### src/rtl/riscv_pkg.sv
// Shared core types and constants used by the memory port arbiter.
package riscv_pkg;
    localparam int XLEN           = 32;
    localparam int MAX_STARVE_DEF = 4;

    typedef enum logic [1:0] {
        IDLE,
        WAIT_GNT,
        WAIT_RSP
    } arb_state_t;

    typedef enum logic {
        OWN_IF,
        OWN_LS
    } arb_owner_t;
endpackage

### src/rtl/arb_starve_cnt.sv
// Saturating count of consecutive LS wins taken while an IF request was waiting.
module arb_starve_cnt #(
    parameter int MAX = riscv_pkg::MAX_STARVE_DEF
) (
    input  logic clk,
    input  logic reset,
    input  logic inc,
    input  logic clr,
    output logic at_max
);
    localparam int W = $clog2(MAX + 1);

    logic [W-1:0] cnt;

    always_ff @(posedge clk) begin
        if (reset)
            cnt <= '0;
        else if (clr)
            cnt <= '0;
        else if (inc && !at_max)
            cnt <= cnt + 1'b1;
    end

    assign at_max = (cnt == W'(MAX));
endmodule

### src/rtl/mem_port_arbiter.sv
// Shares one memory port between instruction fetch and load/store, one
// transaction outstanding, LS priority with a starvation bound for IF.
module mem_port_arbiter #(
    parameter int XLEN       = riscv_pkg::XLEN,
    parameter int MAX_STARVE = riscv_pkg::MAX_STARVE_DEF
) (
    input  logic              clk,
    input  logic              reset,
    input  logic              if_req_i,
    input  logic [XLEN-1:0]   if_adr_i,
    input  logic              if_kill_i,
    output logic              if_gnt_o,
    output logic              if_rvalid_o,
    output logic [31:0]       if_rdata_o,
    input  logic              ls_req_i,
    input  logic              ls_we_i,
    input  logic [XLEN-1:0]   ls_adr_i,
    input  logic [XLEN-1:0]   ls_wdata_i,
    input  logic [XLEN/8-1:0] ls_be_i,
    output logic              ls_gnt_o,
    output logic              ls_rvalid_o,
    output logic [XLEN-1:0]   ls_rdata_o,
    output logic              mem_req_o,
    output logic              mem_we_o,
    output logic [XLEN-1:0]   mem_adr_o,
    output logic [XLEN-1:0]   mem_wdata_o,
    output logic [XLEN/8-1:0] mem_be_o,
    input  logic              mem_gnt_i,
    input  logic              mem_rvalid_i,
    input  logic [XLEN-1:0]   mem_rdata_i
);
    import riscv_pkg::*;

    arb_state_t state, state_nxt;
    arb_owner_t owner;
    logic       killed;
    logic       if_pend, any_req, ls_wins, arb;
    logic       starve_inc, starve_clr, starve_at_max;

    // A fetch that is being flushed in the same cycle never competes.
    assign if_pend    = if_req_i && !if_kill_i;
    assign any_req    = ls_req_i || if_pend;
    assign ls_wins    = ls_req_i && !(if_pend && starve_at_max);
    assign arb        = (state == IDLE) && any_req;
    assign starve_inc = arb && ls_wins && if_pend;
    assign starve_clr = arb && !ls_wins;

    arb_starve_cnt #(.MAX(MAX_STARVE)) u_starve (
        .clk    (clk),
        .reset  (reset),
        .inc    (starve_inc),
        .clr    (starve_clr),
        .at_max (starve_at_max)
    );

    always_ff @(posedge clk) begin
        if (reset) begin
            state       <= IDLE;
            owner       <= OWN_LS;
            killed      <= 1'b0;
            mem_req_o   <= 1'b0;
            mem_we_o    <= 1'b0;
            mem_adr_o   <= '0;
            mem_wdata_o <= '0;
            mem_be_o    <= '0;
        end else begin
            state <= state_nxt;
            if (arb) begin
                mem_req_o <= 1'b1;
                killed    <= 1'b0;
                if (ls_wins) begin
                    owner       <= OWN_LS;
                    mem_we_o    <= ls_we_i;
                    mem_adr_o   <= ls_adr_i;
                    mem_wdata_o <= ls_wdata_i;
                    mem_be_o    <= ls_be_i;
                end else begin
                    owner       <= OWN_IF;
                    mem_we_o    <= 1'b0;
                    mem_adr_o   <= if_adr_i;
                    mem_wdata_o <= '0;
                    mem_be_o    <= '1;
                end
            end
            if (state == WAIT_GNT && mem_gnt_i)
                mem_req_o <= 1'b0;
            // The memory handshake always completes; a flush only marks the response as dead.
            if (state != IDLE && owner == OWN_IF && if_kill_i)
                killed <= 1'b1;
            if (state == WAIT_RSP && mem_rvalid_i)
                killed <= 1'b0;
        end
    end

    always_comb begin
        state_nxt   = state;
        if_gnt_o    = 1'b0;
        ls_gnt_o    = 1'b0;
        if_rvalid_o = 1'b0;
        ls_rvalid_o = 1'b0;
        case (state)
            IDLE:     if (any_req) state_nxt = WAIT_GNT;
            WAIT_GNT: begin
                if_gnt_o = mem_gnt_i && (owner == OWN_IF);
                ls_gnt_o = mem_gnt_i && (owner == OWN_LS);
                if (mem_gnt_i) state_nxt = WAIT_RSP;
            end
            WAIT_RSP: begin
                if_rvalid_o = mem_rvalid_i && (owner == OWN_IF) && !killed && !if_kill_i;
                ls_rvalid_o = mem_rvalid_i && (owner == OWN_LS);
                if (mem_rvalid_i) state_nxt = IDLE;
            end
            default:  state_nxt = IDLE;
        endcase
        if_rdata_o = if_rvalid_o ? mem_rdata_i[31:0] : '0;
        ls_rdata_o = ls_rvalid_o ? mem_rdata_i : '0;
    end
endmodule

### config.mk
export PLATFORM = sky130hd
export DESIGN_NAME = mem_port_arbiter
export DESIGN_NICKNAME = d
export VERILOG_FILES = /design/src/rtl/riscv_pkg.sv /design/src/rtl/arb_starve_cnt.sv /design/src/rtl/mem_port_arbiter.sv
export SDC_FILE = /design/constraint.sdc
export NUM_CORES = 1
export LEC_CHECK = 0
export CAP_MARGIN = 40
export CELL_PAD_IN_SITES_DETAIL_PLACEMENT = 0
export CELL_PAD_IN_SITES_GLOBAL_PLACEMENT = 1
export CORE_MARGIN = 5
export CORE_UTILIZATION = 19
export CTS_CLUSTER_DIAMETER = 80
export DETAILED_ROUTE_END_ITERATION = 10
export GPL_ROUTABILITY_DRIVEN = 0
export GPL_TIMING_DRIVEN = 1
export HOLD_SLACK_MARGIN = 0.02
export PLACE_DENSITY = 0.75
export SLEW_MARGIN = 20
export SYNTH_ARGS = -nofsm -noshare
export SYNTH_HDL_FRONTEND = slang
export SYNTH_SLANG_ARGS = --single-unit
### constraint.sdc
create_clock -name clk -period 1.76 [get_ports clk]
set_clock_uncertainty 0.05 [all_clocks]
set_input_delay 0.264 -clock clk [delete_from_list [all_inputs] [get_ports clk]]
set_output_delay 0.264 -clock clk [all_outputs]
set_load 0.01 [all_outputs]
==> impl_metrics.tcl, run 1 <==
set metrics [dict create \
    setup_viol 98 \
    port_buffers 277 \
    first_global_vias 3742 \
    ys_ff_latch 77 \
    p_leak_uw 0.00307 \
    die_w_um 140 \
    layoutNonFillerInstCount 854 \
    via_per_inst 4.37 \
    met2RoutedLength_um 7320 \
    utilization_pct 44.6 \
    setup_slack_ns -0.454 \
    wirelength_um 14700 \
    failed_checks "negative setup slack" \
    synth_area_um2 3190 \
    antennaDiodeCount 0 \
    crit_type "flop to output port" \
    num_rows 47 \
    maxSlewViolCount 0 \
    maxSlewHeadroom_pct 77.4 \
    dp.cells 812 \
    cts_tree "done" \
    grt-ovfl-total 0 \
    area_delta_synth_final_pct 131 \
    ant_nets 0 \
    clock_sinks 77 \
    endpoint_kind "output port" \
    drt-initial-drc-count 108 \
    dpl.hpwl_um 10300 \
    start_util_pct 19.3 \
    cap_violations 0 \
    netSwitchingPower_uw 1270 \
    rsz0062_at_grt "true" \
    crit_required_ns 1.45 \
    nNetsFinal 771 \
    ys_seq_area_share_pct 48.3 \
    fmax_mhz 452 \
    top_layer "met4" \
    drcViolationCount 0 \
    tightest_slew_ns 0.330 \
    p_int_uw 3750 \
    syn_inst 313 \
    syn_area_per_cell_um2 10.2 \
    vias 3735 \
    die-height_um 140 \
    drtPass1Iterations 4 \
    core_area_um2 16500 \
    finalHoldViolations 0 \
    hold_path.class "input pin to flop" \
    run_status "finished, violations left" \
    clock_power_share_pct 38.2 \
    drive_above_1_share_pct 36.0 \
    pin_count 278 \
    cts_root_buffer "clkbuf_16" \
    cts.clk_slew.worst_paths_ns 0.06 \
    synthFlopType "dfxtp_1" \
    htree_levels 3 \
    finalSetupTns_ns -21.09 \
    synth_edf_count 0 \
    startpoint_type "flop" \
    cp_max_fo 5 \
    swShare_pct 25.4 \
    antenna_found_initial 0 \
    routedWlPerCell_um 17.2 \
    grt_pass1_wl_um 20100 \
    finalCritPeriodShare_pct 126 \
    grt_max_degree 34 \
    clock_path_buffers 2 \
    insertion_delay_ns 0.32 \
    hold_ws_ns 0.317 \
    yosys_warnings 0 \
    m1WireLength_um 5760 \
    ir_drop_uv 404 \
    cts-hold-fix-buffers 0 \
    wl_met3_um 1220 \
    p_per_area_nw_per_um2 682 \
    synth_fp_nets 455 \
    cts_buffers 9 \
    seqPwrFrac_pct 38.9 \
    post_synth_num_cell_types 31 \
    layout_min_cycle_time_ns 2.21 \
    async_flop_share_pct 0 \
    die-area_um2 19500 \
    critical_path_arrival_ns 1.90 \
    gr-usage-all-layers_pct 12.8 \
    power_frac_comb_pct 22.9 \
]
-- critical path: stages (launching register included) --
cell	delay, ns
dfxtp_2	0.32
nand3b_1	0.20
buf_6	0.15
nor4_4	0.33
clkbuf_16	0.21
clkbuf_16	0.13
and2_4	0.13
buf_6	0.10
-- kinds of logic (layout without fill, tap and decap cells) --
| group | Yosys count | in the layout | share of synthesized area, % |
|---|---|---|---|
| compound gates | 79 | 79 | 21.8 |
| fa+ha+maj | 2 | 2 | 0.783 |
| buf+inv | 27 | 348 | 4.35 |
| flops | 77 | 77 | 48.3 |
| mux | 1 | 1 | 0.313 |
| simple gates | 127 | 127 | 24.5 |
-- cell usage after synthesis, types with 3 or more instances --
cell type	count	area share, %
and2_1	96	19
buf_6	3	1.1
a22o_1	33	9.0
a221o_1	32	10
dfxtp_1	77	48
nor2_1	14	1.6
a21oi_1	3	0.47
buf_2	12	1.9
inv_1	3	0.35
clkbuf_1	9	1.1
o22ai_1	5	0.98
-- final timing paths --
check                      start              to  slack (ns)  cells past startpoint
hold / removal      mem_rvalid_i        state[1]        0.32                      4
setup reg to reg        state[0]    mem_adr_o[7]       -0.05                      7
setup / recovery        state[0]  if_rdata_o[30]       -0.45                      7
hold reg to reg   mem_wdata_o[8]  mem_wdata_o[8]        0.43                      1
-- power groups by stage --
stage	logic (uW)	clock network, uW	registers (uW)
2_1_floorplan	255	0	2050
4_1_cts	1100	1990	1950
3_5_place_dp	1080	0	1990
3_3_place_gp	1070	0	1980
6_report	1150	1920	1950
5_1_grt	1220	2060	1970
-- through the flow --
step | power, uW | setup WS (ns) | area (um2)
5_1_grt | 5260 | -0.549 | 7360
6_report | 5020 | -0.454 | 7360
2_1_floorplan | 2300 | 0.0903 | 3190
3_3_place_gp | 3050 | -0.565 | 6430
4_1_cts | 5040 | -0.571 | 6690
3_5_place_dp | 3070 | -0.606 | 6430
-- flip-flops by register name, indices dropped and copies added, names as in the netlist --
register      count
owner             1
mem_be_o          4
mem_adr_o        32
u_starve.cnt      3
mem_req_o         1
killed            1
mem_we_o          1
mem_wdata_o      32
state             2
-- per-layer routing --
metal	up-vias	track usage, %
li1	1770	-
met1	1744	14.3
met2	193	22.0
met3	28	4.67
met4	0	5.15
met5	-	0
-- cell type report --
type,instances,area (um2)
Fill cell,1527,9160
Timing Repair Buffer,329,3470
Multi-Input combinational cell,209,1760
Sequential cell,77,1540
Tap cell,220,275
Clock buffer,9,225
Clock inverter,7,80.1
Inverter,3,11.3
-- layout by cell type (no fill, tap or decap), types with 2 or more instances in the layout --
cell type	n
clkbuf_16	13
o22ai_1	5
a21oi_1	2
nor2_1	10
a22o_1	33
nor2_4	3
nand2_1	2
buf_16	2
dlygate4sd2_1	3
inv_1	3
nand3b_1	2
and2_4	80
dfxtp_1	75
buf_12	8
buf_6	72
dfxtp_2	2
ha_1	2
buf_2	10
and2_1	16
buf_4	20
a221o_1	32
buf_8	2
inv_6	3
nor3b_1	2
nor3_1	2
clkdlybuf4s50_1	207
-- timing repair --
item / CTS / global route
gates resized for setup: 142 / 271
pin swaps: 2 / 65
cloned: 2 / 6
buffers inserted: 2 / 16
endpoints found under the setup margin: 100 / 119
No activity file was read; power rests on OpenSTA's default activity.
==> run 2: changes to the inputs <==
SKIP_CTS_REPAIR_TIMING = 1   (was unset)
==> run 2 against run 1 <==
  * The flow still finishes with violations (negative setup slack)
  * Final cell count is 0.82% lower
  * Global-route usage down 0.47 points
  * Clock power is essentially flat
  * Clock-buffer cell count is the same
  * First-iteration DRC count fell by 13%
  * Critical path depth is 2 higher
  * Via count is 1.7% lower
  * Die area is the same
  * Worst setup slack lost 0.0063 ns
  * Sequential cell count stayed put
  * Register-to-register slack worse by 0.10 ns
  * Wire length decreased by 2.4%
  * Largest power group unchanged
==> impl_metrics.tcl, run 2 (synthesized netlist as in run 1, its figures left out) <==
set metrics [dict create \
    run_status "finished, violations left" \
    failed_checks "negative setup slack" \
    finalCritPeriodShare_pct 126 \
    tightest_slew_ns 0.316 \
    r2r_slack_ns -0.15 \
    rsz0062_at_grt "true" \
    critical_path_arrival_ns 1.91 \
    setup_viol 97 \
    cp_max_fo 5 \
    clock_sinks 77 \
    drtPass1Iterations 4 \
    die-height_um 140 \
    fillers 1601 \
    start_util_pct 19.3 \
    htree_levels 3 \
    crit_type "flop to output port" \
    antenna_found_initial 0 \
    crit_end "if_rdata_o[23]" \
    cts_tree "done" \
    pin_count 278 \
    crit_required_ns 1.45 \
    ir_drop_uv 404 \
    endpoint_kind "output port" \
    dpl.hpwl_um 10300 \
    layout_min_cycle_time_ns 2.22 \
    via_per_inst 4.34 \
    grt_max_degree 34 \
    crit_chain "nand3b_1, nor4_4, buf_6, clkbuf_16, buf_8, buf_6, buf_6, and2_4, buf_6" \
    insertion_delay_ns 0.32 \
    startpoint_type "flop" \
    grt-ovfl-total 0 \
    layout_common_cells "clkdlybuf4s50_1 (207), dfxtp_1 (76), and2_1 (65)" \
    finalSetupTns_ns -14.74 \
    routedWlPerCell_um 16.9 \
    hold_path.class "input pin to flop" \
    setup_slack_ns -0.460 \
    fmax_mhz 450 \
    drt-initial-drc-count 94 \
    grt_pass1_wl_um 19500 \
    dp.cells 812 \
    ant_nets 0 \
    maxSlewViolCount 0 \
    nNetsFinal 764 \
    core_area_um2 16500 \
    die_w_um 140 \
    cpMostUsedCell "buf_6" \
    first_global_vias 3715 \
    swShare_pct 25.2 \
    area_delta_synth_final_pct 117 \
    gr-usage-all-layers_pct 12.3 \
    cts.clk_slew.worst_paths_ns 0.06 \
    antennaDiodeCount 0 \
    clock_path_buffers 2 \
    netSwitchingPower_uw 1250 \
    hold_ws_ns 0.213 \
    worstReg2RegStart "state[0]" \
    finalHoldViolations 0 \
    die-area_um2 19500 \
    drive_above_1_share_pct 26.5 \
    maxSlewHeadroom_pct 78.4 \
    p_per_area_nw_per_um2 716 \
    place_ws_ns -0.606 \
    layoutNonFillerInstCount 847 \
    cts_root_buffer "clkbuf_16" \
    reg_top3 "mem_adr_o x32, mem_wdata_o x32, mem_be_o x4" \
    vias 3672 \
    cap_violations 0 \
    seqPwrFrac_pct 39.4 \
    cp_slowest_cell "dfxtp_2" \
    cts_buffers 9 \
    port_buffers 277 \
    critPathMaxStageDelay_ns 0.31 \
    p_int_uw 3710 \
    layout_commonest_cell "clkdlybuf4s50_1" \
    num_rows 47 \
    critPathLaunch "state[0]" \
    p_leak_uw 0.00303 \
    power_frac_comb_pct 22.1 \
    drcViolationCount 0 \
    wirelength_um 14300 \
    utilization_pct 41.9 \
    r2r_cells 7 \
    clock_power_share_pct 38.5 \
    reg2reg_to "mem_adr_o[1]" \
]
-- run 2: changes by cell type in the layout (fill, tap and decap cells not counted), moves of 8 or more --
cell and change:
and2_4 -49, dlymetal6s2s_1 +8, buf_2 +27, buf_6 -52
and2_1 +49, clkbuf_2 +12
-- run 2: worst min path at each step --
stage                     from  slack, ns         endpoint  cells past startpoint
2_1_floorplan            reset       0.31         state[0]                      1
3_5_place_dp    mem_wdata_o[8]       0.40   mem_wdata_o[8]                      1
3_3_place_gp   mem_wdata_o[10]       0.41  mem_wdata_o[10]                      1
4_1_cts         mem_wdata_o[8]       0.43   mem_wdata_o[8]                      1
6_report          mem_rvalid_i       0.21         state[1]                      4
5_1_grt           mem_rvalid_i       0.23         state[1]                      4
-- run 2: cell type report --
cell class              count  area, um2  area share (%)
repair buffers            322       3150            45.5
multi-input cells         209       1640            23.7
flip-flops and latches     77       1540            22.3
inverters                   3       11.3           0.163
clock inverters             7       80.1            1.16
well taps                 220        275            3.98
clock buffers               9        225            3.25
-- run 2: layer usage --
layer  share of wire (%)  global-route usage (%)  up-vias
li1                    -                       -     1751
met1                  40                    13.7     1692
met2                  48                    21.2      193
met3                 7.6                    4.56       36
met4                 3.8                    5.35        0
met5                   0                       0        -
-- run 2: critical path, delay by kind of cell, from the launching register on --
kind                   cells  cell delay (ns)
buffers and inverters      6             0.69
AND/OR/NAND/NOR            3             0.58
flip-flops                 1             0.31
-- run 2: power groups by stage --
stage                     Combinational, uW  Clock [uW]  Sequential (uW)
after floorplan                         255           0             2050
after global placement                 1070           0             1980
after detailed placement               1080           0             1990
after CTS                              1090        1990             1950
after global routing                   1170        2060             1970
final                                  1090        1910             1950
-- run 2: stage by stage --
| step | total power [uW] | instance area (um2) |
|---|---|---|
| 3_3_place_gp | 3050 | 6430 |
| 5_1_grt | 5200 | 6920 |
| 2_1_floorplan | 2300 | 3190 |
| 6_report | 4960 | 6920 |
| 4_1_cts | 5030 | 6740 |
| 3_5_place_dp | 3070 | 6430 |
==> run 3: changes to the inputs <==
CTS_BUF_LIST = sky130_fd_sc_hd__clkbuf_16   (was unset)
CTS_CLUSTER_DIAMETER = 100   (was 80)
TNS_END_PERCENT = 1   (was unset)
==> run 3 against run 2 <==
  * Die area stayed put
  * Largest power group unchanged
  * Critical path depth is 4 lower
  * First-iteration DRC count is 3.2% higher
  * Highest routed layer unchanged
  * Final cell count is 2.2% lower
  * Combinational power hardly changed
  * Wire length is 8.8% lower
  * Via count is 3.8% lower
  * The flow still finishes with violations (negative setup slack)
  * Sequential cell count stayed put
  * Clock-buffer cell count stayed put
  * Power is 0.59% lower
  * Design area is 5.8% lower
==> impl_metrics.tcl, run 3 (synthesized netlist as in run 1, its figures left out) <==
set metrics [dict create \
    met2_usage_pct 21.2 \
    routedWlPerCell_um 15.8 \
    layout_commonest_cell "clkdlybuf4s50_1" \
    cp_max_fo 23 \
    core_area_um2 16500 \
    drtPass1Iterations 4 \
    grt.met3_usage_pct 4.56 \
    die-height_um 140 \
    failed_checks "negative setup slack" \
    met1_usage_pct 13.7 \
    run_status "finished, violations left" \
    crit_type "flop to output port" \
    vias 3533 \
    pin_count 278 \
    ir_drop_uv 402 \
    startpoint_type "flop" \
    clock_path_buffers 2 \
    wirelength_um 13100 \
    grt_max_degree 34 \
    p_leak_uw 0.00279 \
    place_area_um2 6430 \
    place_ws_ns -0.606 \
    design_area_um2 6520 \
    antenna_found_initial 0 \
    die_w_um 140 \
    finalHoldViolations 0 \
    p_per_area_nw_per_um2 756 \
    area_delta_synth_final_pct 104 \
    setup_viol 67 \
    setup_slack_ns -0.476 \
    clock_sinks 77 \
    cap_violations 0 \
    rsz0062_at_grt "true" \
    cts_buffers 9 \
    maxSlewHeadroom_pct 78.1 \
    cts_tree "done" \
    nNetsFinal 745 \
    grt_pass1_wl_um 19500 \
    antennaDiodeCount 0 \
    top_usage_layer "met2" \
    htree_levels 3 \
    endpoint_kind "output port" \
    drt-initial-drc-count 97 \
    hold_path.class "input pin to flop" \
    maxSlewViolCount 0 \
    drcViolationCount 0 \
    cts.clk_slew.worst_paths_ns 0.06 \
    die-area_um2 19500 \
    insertion_delay_ns 0.32 \
    first_global_vias 3715 \
    critical_path_arrival_ns 1.92 \
    grt-ovfl-total 0 \
    finalCritPeriodShare_pct 127 \
    dpl.hpwl_um 10300 \
    fmax_mhz 447 \
    start_util_pct 19.3 \
    gr-usage-all-layers_pct 12.3 \
    tightest_slew_ns 0.321 \
    port_buffers 277 \
    reg_top3 "mem_adr_o x32, mem_wdata_o x32, mem_be_o x4" \
    layout_min_cycle_time_ns 2.24 \
    ant_nets 0 \
    num_rows 47 \
    via_per_inst 4.27 \
    cts_root_buffer "clkbuf_16" \
    drive_above_1_share_pct 16.3 \
    crit_required_ns 1.45 \
    layout_common_cells "clkdlybuf4s50_1 (221), and2_1 (95), dfxtp_1 (77)" \
]
[run 3: final cells by class]
| class | instances | area, um2 |
|---|---|---|
| Clock buffer | 9 | 225 |
| Clock inverter | 7 | 80.1 |
| Fill cell | 1617 | 10000 |
| Inverter | 3 | 11.3 |
| Multi-Input combinational cell | 209 | 1550 |
| Sequential cell | 77 | 1540 |
| Tap cell | 220 | 275 |
| Timing Repair Buffer | 303 | 2840 |
[run 3: power by group]
part / internal, uW / switching (uW)
clock: 1120 / 791
sequential: 1880 / 74.5
combinational: 690 / 374
[run 3: critical path, stage by stage (launching register included)]
cell             delay (ns)
dfxtp_1                0.31
nand3b_1               0.25
nor2_2                 0.18
buf_6                  0.19
and2_1                 0.15
clkdlybuf4s50_1        0.53
[run 3: layer usage]
layer	vias to the layer above	part of all wire [%]
met1	1598	41
li1	1714	-
met3	30	8.3
met4	0	3.1
met5	-	0
met2	191	48
[run 3: path summary, 6_finish.rpt]
path                   start         endpoint  slack [ns]  cells past startpoint
max reg2reg         state[0]    mem_adr_o[28]       -0.01                      6
max                 state[0]    ls_rdata_o[7]       -0.48                      5
min reg2reg  mem_wdata_o[12]  mem_wdata_o[12]        0.43                      1
min             mem_rvalid_i         state[1]        0.22                      4
[run 3: metrics by stage]
stage	TNS [ns]	std cells	total power, uW	util, %	hold WS [ns]
after floorplan	0	313	2300	-	0.306
after global placement	-56.49	812	3050	38.9	0.407
after detailed placement	-61.98	812	3070	38.9	0.404
after CTS	-42.09	828	5030	40.8	0.428
after global routing	-21.08	828	5170	39.5	0.224
final	-11.30	828	4930	39.5	0.216
